File: src/rtl/axi4_lite_reg_slave.sv
// AXI4-Lite slave backed by a bank of NUM_REGS control registers.
// The write channel keeps AW and W in separate holding registers and commits
// once both are present. The read channel returns registered data one cycle
// after the address handshake. Registers whose RO_MASK bit is set read from
// i_ro and silently ignore writes.
module axi4_lite_reg_slave #(
  parameter int ADDR_WIDTH = 32,
  parameter int DATA_WIDTH = 32,
  parameter int NUM_REGS = 8,
  parameter logic [NUM_REGS-1:0] RO_MASK = '0
) (
  input  logic                           i_clk,
  input  logic                           i_rst_n,
  input  logic                           i_awvalid,
  output logic                           o_awready,
  input  logic [ADDR_WIDTH-1:0]          i_awaddr,
  input  logic [2:0]                     i_awprot,
  input  logic                           i_wvalid,
  output logic                           o_wready,
  input  logic [DATA_WIDTH-1:0]          i_wdata,
  input  logic [DATA_WIDTH/8-1:0]        i_wstrb,
  output logic                           o_bvalid,
  input  logic                           i_bready,
  output logic [1:0]                     o_bresp,
  input  logic                           i_arvalid,
  output logic                           o_arready,
  input  logic [ADDR_WIDTH-1:0]          i_araddr,
  input  logic [2:0]                     i_arprot,
  output logic                           o_rvalid,
  input  logic                           i_rready,
  output logic [DATA_WIDTH-1:0]          o_rdata,
  output logic [1:0]                     o_rresp,
  input  logic [NUM_REGS*DATA_WIDTH-1:0] i_ro,
  output logic [NUM_REGS*DATA_WIDTH-1:0] o_regs
);

  localparam int STRB_W = DATA_WIDTH / 8;
  localparam int LSB    = $clog2(STRB_W);
  localparam int IDX_W  = $clog2(NUM_REGS);
  localparam int TOP    = LSB + IDX_W;

  localparam logic [1:0] RESP_OKAY   = 2'b00;
  localparam logic [1:0] RESP_SLVERR = 2'b10;

  typedef enum logic [1:0] {W_IDLE, W_HAVE_AW, W_HAVE_W, W_RESP} wstate_e;
  typedef enum logic {R_IDLE, R_RESP} rstate_e;

  wstate_e                     wstate_q, wstate_d;
  rstate_e                     rstate_q, rstate_d;

  logic [IDX_W-1:0]            aw_idx_q, aw_idx_d;
  logic                        aw_err_q, aw_err_d;
  logic [DATA_WIDTH-1:0]       wdata_q, wdata_d;
  logic [STRB_W-1:0]           wstrb_q, wstrb_d;
  logic [1:0]                  bresp_q, bresp_d;
  logic [NUM_REGS*DATA_WIDTH-1:0] regs_q, regs_d;
  logic [DATA_WIDTH-1:0]       rdata_q, rdata_d;
  logic [1:0]                  rresp_q, rresp_d;

  logic                        aw_hs, w_hs, ar_hs, commit;
  logic [IDX_W-1:0]            aw_idx_in, ar_idx;
  logic                        aw_err_in, ar_err;
  logic [IDX_W-1:0]            cmt_idx;
  logic                        cmt_err;
  logic [DATA_WIDTH-1:0]       cmt_wdata;
  logic [STRB_W-1:0]           cmt_strb;
  logic [DATA_WIDTH-1:0]       rd_word;

  // Protection bits and sub-word address bits carry no meaning here.
  logic unused_bits;
  assign unused_bits = ^{i_awprot, i_arprot, i_awaddr[LSB-1:0], i_araddr[LSB-1:0]};

  assign aw_hs     = i_awvalid & o_awready;
  assign w_hs      = i_wvalid & o_wready;
  assign ar_hs     = i_arvalid & o_arready;

  // Anything addressing beyond the bank shows up as a non-zero upper address slice.
  assign aw_idx_in = i_awaddr[LSB +: IDX_W];
  assign aw_err_in = |i_awaddr[ADDR_WIDTH-1:TOP];
  assign ar_idx    = i_araddr[LSB +: IDX_W];
  assign ar_err    = |i_araddr[ADDR_WIDTH-1:TOP];

  // The commit uses whichever half arrives this cycle, otherwise the held copy.
  assign cmt_idx   = aw_hs ? aw_idx_in : aw_idx_q;
  assign cmt_err   = aw_hs ? aw_err_in : aw_err_q;
  assign cmt_wdata = w_hs ? i_wdata : wdata_q;
  assign cmt_strb  = w_hs ? i_wstrb : wstrb_q;

  assign commit = ((wstate_q == W_IDLE) && aw_hs && w_hs) ||
                  ((wstate_q == W_HAVE_AW) && w_hs) ||
                  ((wstate_q == W_HAVE_W) && aw_hs);

  // Write and read channel state registers.
  always_ff @(posedge i_clk or negedge i_rst_n) begin
    if (!i_rst_n) begin
      wstate_q <= W_IDLE;
      rstate_q <= R_IDLE;
    end else begin
      wstate_q <= wstate_d;
      rstate_q <= rstate_d;
    end
  end

  // Write channel next state: wait for both halves, then hold the response.
  always_comb begin
    wstate_d = wstate_q;
    case (wstate_q)
      W_IDLE: begin
        if (aw_hs && w_hs) wstate_d = W_RESP;
        else if (aw_hs)    wstate_d = W_HAVE_AW;
        else if (w_hs)     wstate_d = W_HAVE_W;
      end
      W_HAVE_AW: if (w_hs)     wstate_d = W_RESP;
      W_HAVE_W:  if (aw_hs)    wstate_d = W_RESP;
      W_RESP:    if (i_bready) wstate_d = W_IDLE;
      default:   wstate_d = W_IDLE;
    endcase
  end

  // Write channel outputs: each ready drops once its half is held.
  always_comb begin
    o_awready = (wstate_q == W_IDLE) || (wstate_q == W_HAVE_W);
    o_wready  = (wstate_q == W_IDLE) || (wstate_q == W_HAVE_AW);
    o_bvalid  = (wstate_q == W_RESP);
  end

  // Read channel next state: one response in flight at a time.
  always_comb begin
    rstate_d = rstate_q;
    case (rstate_q)
      R_IDLE:  if (ar_hs)    rstate_d = R_RESP;
      R_RESP:  if (i_rready) rstate_d = R_IDLE;
      default: rstate_d = R_IDLE;
    endcase
  end

  // Read channel outputs.
  always_comb begin
    o_arready = (rstate_q == R_IDLE);
    o_rvalid  = (rstate_q == R_RESP);
  end

  // Holding registers, byte-masked register update and write response code.
  always_comb begin
    int base;
    aw_idx_d = aw_hs ? aw_idx_in : aw_idx_q;
    aw_err_d = aw_hs ? aw_err_in : aw_err_q;
    wdata_d  = w_hs ? i_wdata : wdata_q;
    wstrb_d  = w_hs ? i_wstrb : wstrb_q;
    bresp_d  = bresp_q;
    regs_d   = regs_q;
    base     = int'(cmt_idx) * DATA_WIDTH;
    if (commit) begin
      bresp_d = cmt_err ? RESP_SLVERR : RESP_OKAY;
      if (!cmt_err && !RO_MASK[cmt_idx]) begin
        for (int j = 0; j < STRB_W; j++) begin
          if (cmt_strb[j]) regs_d[base + j*8 +: 8] = cmt_wdata[j*8 +: 8];
        end
      end
    end
  end

  // Read data selection, captured only at the address handshake so the
  // returned word stays frozen while the master stalls rready.
  always_comb begin
    int rbase;
    rbase   = int'(ar_idx) * DATA_WIDTH;
    rd_word = RO_MASK[ar_idx] ? i_ro[rbase +: DATA_WIDTH] : regs_q[rbase +: DATA_WIDTH];
    rdata_d = rdata_q;
    rresp_d = rresp_q;
    if (ar_hs) begin
      rdata_d = ar_err ? '0 : rd_word;
      rresp_d = ar_err ? RESP_SLVERR : RESP_OKAY;
    end
  end

  // Datapath registers; a reset drops any half-collected transaction.
  always_ff @(posedge i_clk or negedge i_rst_n) begin
    if (!i_rst_n) begin
      aw_idx_q <= '0;
      aw_err_q <= 1'b0;
      wdata_q  <= '0;
      wstrb_q  <= '0;
      bresp_q  <= RESP_OKAY;
      regs_q   <= '0;
      rdata_q  <= '0;
      rresp_q  <= RESP_OKAY;
    end else begin
      aw_idx_q <= aw_idx_d;
      aw_err_q <= aw_err_d;
      wdata_q  <= wdata_d;
      wstrb_q  <= wstrb_d;
      bresp_q  <= bresp_d;
      regs_q   <= regs_d;
      rdata_q  <= rdata_d;
      rresp_q  <= rresp_d;
    end
  end

  assign o_bresp = bresp_q;
  assign o_rdata = rdata_q;
  assign o_rresp = rresp_q;
  assign o_regs  = regs_q;

endmodule
File: config.mk
export PLATFORM = sky130hd
export DESIGN_NAME = axi4_lite_reg_slave
export DESIGN_NICKNAME = d
export VERILOG_FILES = /design/src/rtl/axi4_lite_reg_slave.sv
export SDC_FILE = /design/constraint.sdc
export NUM_CORES = 1
export LEC_CHECK = 0
export CAP_MARGIN = 0
export CORE_AREA = 2 2 258 260
export DETAILED_ROUTE_END_ITERATION = 7
export DIE_AREA = 0 0 260 262
export GPL_ROUTABILITY_DRIVEN = 0
export SLEW_MARGIN = 20
export SYNTH_ARGS = -nofsm -noshare
export SYNTH_HDL_FRONTEND = slang
export SYNTH_SLANG_ARGS = --single-unit
File: constraint.sdc
create_clock -name i_clk -period 9.6 [get_ports i_clk]
set_input_delay 2.88 -clock i_clk [delete_from_list [all_inputs] [get_ports i_clk]]
set_output_delay 2.88 -clock i_clk [all_outputs]
set_load 0.03 [all_outputs]
==> summary.txt <==
Outcome
  – Run status: finished clean

Global route
  – Vias in the first global route: roughly 12000
  – Grt ovf: 0
  – First-pass GRT wire length: 82.2 mm
  – GRT Total Usage: 0.164
  – Largest net degree at the start of global routing: roughly 170
  – Antenna violations before repair: 9

Worst setup path
  – CP startpoint kind: primary input
  – Crit path DAT: slightly below 7000 ps
  – Cell family with most CP delay: multiplexers
  – Worst EP required: around 10000 ps
  – CP endpoint kind: register
  – Worst Path Buf+Inv: 1
  – Cells along the critical path: clkdlybuf4s50_1 > o21ai_2 > mux2i_1 > ha_1 > nand4_1 > mux2_2
  – Crit-path slowest cell: mux2i_1
  – Critical path class: primary input to register
  – Max incr delay on CP: 950 ps
  – Worst-path fanout max: 17

Detailed routing
  – Drt drc: 0
  – DR vias/cell: approximately 4.7
  – Routed WL: about 57 mm
  – Iteration-0 DRC Markers: ~750
  – Post-DRT Antenna Nets: 0
  – DR WL/cell: about 24 µm
  – Vias after detailed routing: around 11000
  – First-pass DRT Iterations: 4

Power
  – Maximum vdd ir drop: about 100 µV
  – Power density over the cells: about 210 nW/µm²
  – Total power: 4.52 mW
  – Leak: approximately 10 nW

Place
  – Placed cell count: ~2300
  – PortBufs: about 400
  – Hpwl dp: 40.2 mm
  – Pre-CTS setup slack: 2650 ps

Clock tree
  – Clk pin slew, worst setup/hold paths: 60 ps
  – Setup Buffers After CTS: 0
  – CTS tree: done
  – Longest Clk Path Bufs: 3
  – Total CTS buffers: about 40
  – Htree depth: 2
  – Clk sinks: ~330
  – # resized after CTS: 0
  – Worst-skew pair later-pin latency: around 560 ps
  – CTS Root Cell: clkbuf_16
  – Hold_buf cts: 0

Timing
  – Period minus WS final: roughly 6300 ps
  – Total Negative Setup Slacks: 0 ps
  – WHS: 483 ps
  – Final worst path period share: 0.661
  – RSZ-0062 raised after global routing: no
  – Max Slew Vio Count: 0
  – Count of final hold-check violations: 0
  – Max Clock Skew: 17.8 ps
  – FMAX: 158 MHz
  – Rel. slew slack: 0.263
  – Worst Max-Slew Pin Slew: between 1000 and 1500 ps
  – Final worst slack: 3250 ps
  – Final setup violation count: 0

Floorplanning
  – Core Rows: 94
  – I/O pin cnt: 666
  – Core area: 65300 µm²
  – Chip Width: ~260 µm
  – Die height: 262 µm
  – Die area: a little under 70000 µm²
  – Initial core utilization: 0.236

Cells and area
  – Share of cells above drive strength 1: 0.276
  – Most common cell after layout, fill and taps aside: clkdlybuf4s50_1
  – Nets: around 1900
  – Finished Layout Cells: 2388
  – Area growth from synthesis to layout: 40.8%
  – Fillers: 6395
  – Most frequent cells in the layout: 393 x clkdlybuf4s50_1, 333 x dfrtp_1, 257 x mux2_2, 64 x mux4_2, 49 x mux2i_1

Yosys
  – EDFF count, synth: 0
  – Sequential area share after synthesis: 0.541
  – Synth Instances: approximately 1100
  – Avg Inst Size Synth: 14.1 µm²
  – Asr flop ratio synth: 1.00
  – Count of warnings emitted by yosys: 0
  – Post-synth cell types: 40
  – Main flop type after synthesis: dfrtp_1
  – Post-synthesis cell area: ~15000 µm²
  – #FFs+latches synth: ~330

Hold path
  – Worst Hold Class: register to register

Job
  – Total of max-cap violations: 0
[state kept, by name, indices dropped and copies added (netlist names)]
register / count
aw_idx_q: 3
o_regs: 256
aw_err_q: 1
o_rdata: 32
o_bresp: 1
wstrb_q: 4
o_rvalid: 1
wstate_q: 2
o_rresp: 1
wdata_q: 32
[worst reg2reg max path, stage by stage, from the launching register on]
cell and delay, ps:
dfrtp_1 370, inv_1 100, ha_1 320, o21ai_2 510, mux2i_1 960, ha_1 790
nand4_1 810, mux2_2 530
[cells by family (layout without fill, tap and decap cells)]
kind of cell | count (synthesis) | count (layout) | share of synthesized area
compound gates | 49 | 49 | 0.0191
buf+inv | 79 | 508 | 0.0207
fa+ha+maj | 8 | 8 | 0.00649
other cells | 1 | 3 | 0.000243
mux | 395 | 395 | 0.331
flops | 333 | 333 | 0.541
simple gates | 228 | 228 | 0.0817
[area by class of cell]
class	count	area [µm²]	area share
diodes	1	2.50	0.000115
clock buffers	63	1260	0.0581
clock inverters	11	80.1	0.00369
inverters	24	90.1	0.00415
multi-input cells	682	6790	0.313
flip-flops and latches	333	8330	0.384
well taps	864	1080	0.0498
repair buffers	410	4080	0.188
[synthesized netlist by cell type, drive strengths merged (16+ instances only)]
library cell	count	share of area
dfrtp	333	0.54
mux2	281	0.21
mux4	64	0.093
mux2i	50	0.032
and3	47	0.019
nor2	44	0.011
nand2	43	0.010
o21ai	40	0.014
clkbuf	34	0.0083
inv	24	0.0058
nand3	22	0.0071
buf	21	0.0066
nor3	19	0.0069
nor4	16	0.011
[metrics by stage]
step / util / area, µm²
5_1_grt: 0.333 / 21700
6_report: 0.333 / 21700
3_3_place_gp: 0.312 / 20400
2_1_floorplan: - / 15400
4_1_cts: 0.333 / 21700
3_5_place_dp: 0.312 / 20400
[metal layers]
layer | GRT usage | routed length [µm] | vias up
met5 | 0 | 51 | -
met4 | 0.0477 | 1250 | 8
met3 | 0.0572 | 5400 | 84
met2 | 0.261 | 26000 | 456
met1 | 0.211 | 24200 | 5825
li1 | - | - | 4854
[power breakdown]
part           switching, mW  internal (mW)
sequential            0.0683           1.53
clock                  0.618          0.908
combinational          0.945          0.448
total                   1.63           2.89
[worst paths after layout]
kind / from / endpoint / slack (ps) / depth (start not counted)
min in group asynchronous: i_rst_n / o_regs[5]$_DFFE_PN0P_ / 2350 / 1
max: i_awvalid / o_regs[100]$_DFFE_PN0P_ / 3250 / 6
min reg2reg: o_rdata[2]$_DFFE_PN0P_ / o_rdata[2]$_DFFE_PN0P_ / 480 / 2
min: o_rdata[2]$_DFFE_PN0P_ / o_rdata[2]$_DFFE_PN0P_ / 480 / 2
max in group asynchronous: i_rst_n / o_regs[185]$_DFFE_PN0P_ / 5740 / 2
max reg2reg: wstate_q[0]$_DFFE_PN0P_ / o_regs[100]$_DFFE_PN0P_ / 5090 / 7
No activity file was read; power rests on OpenSTA's default activity.
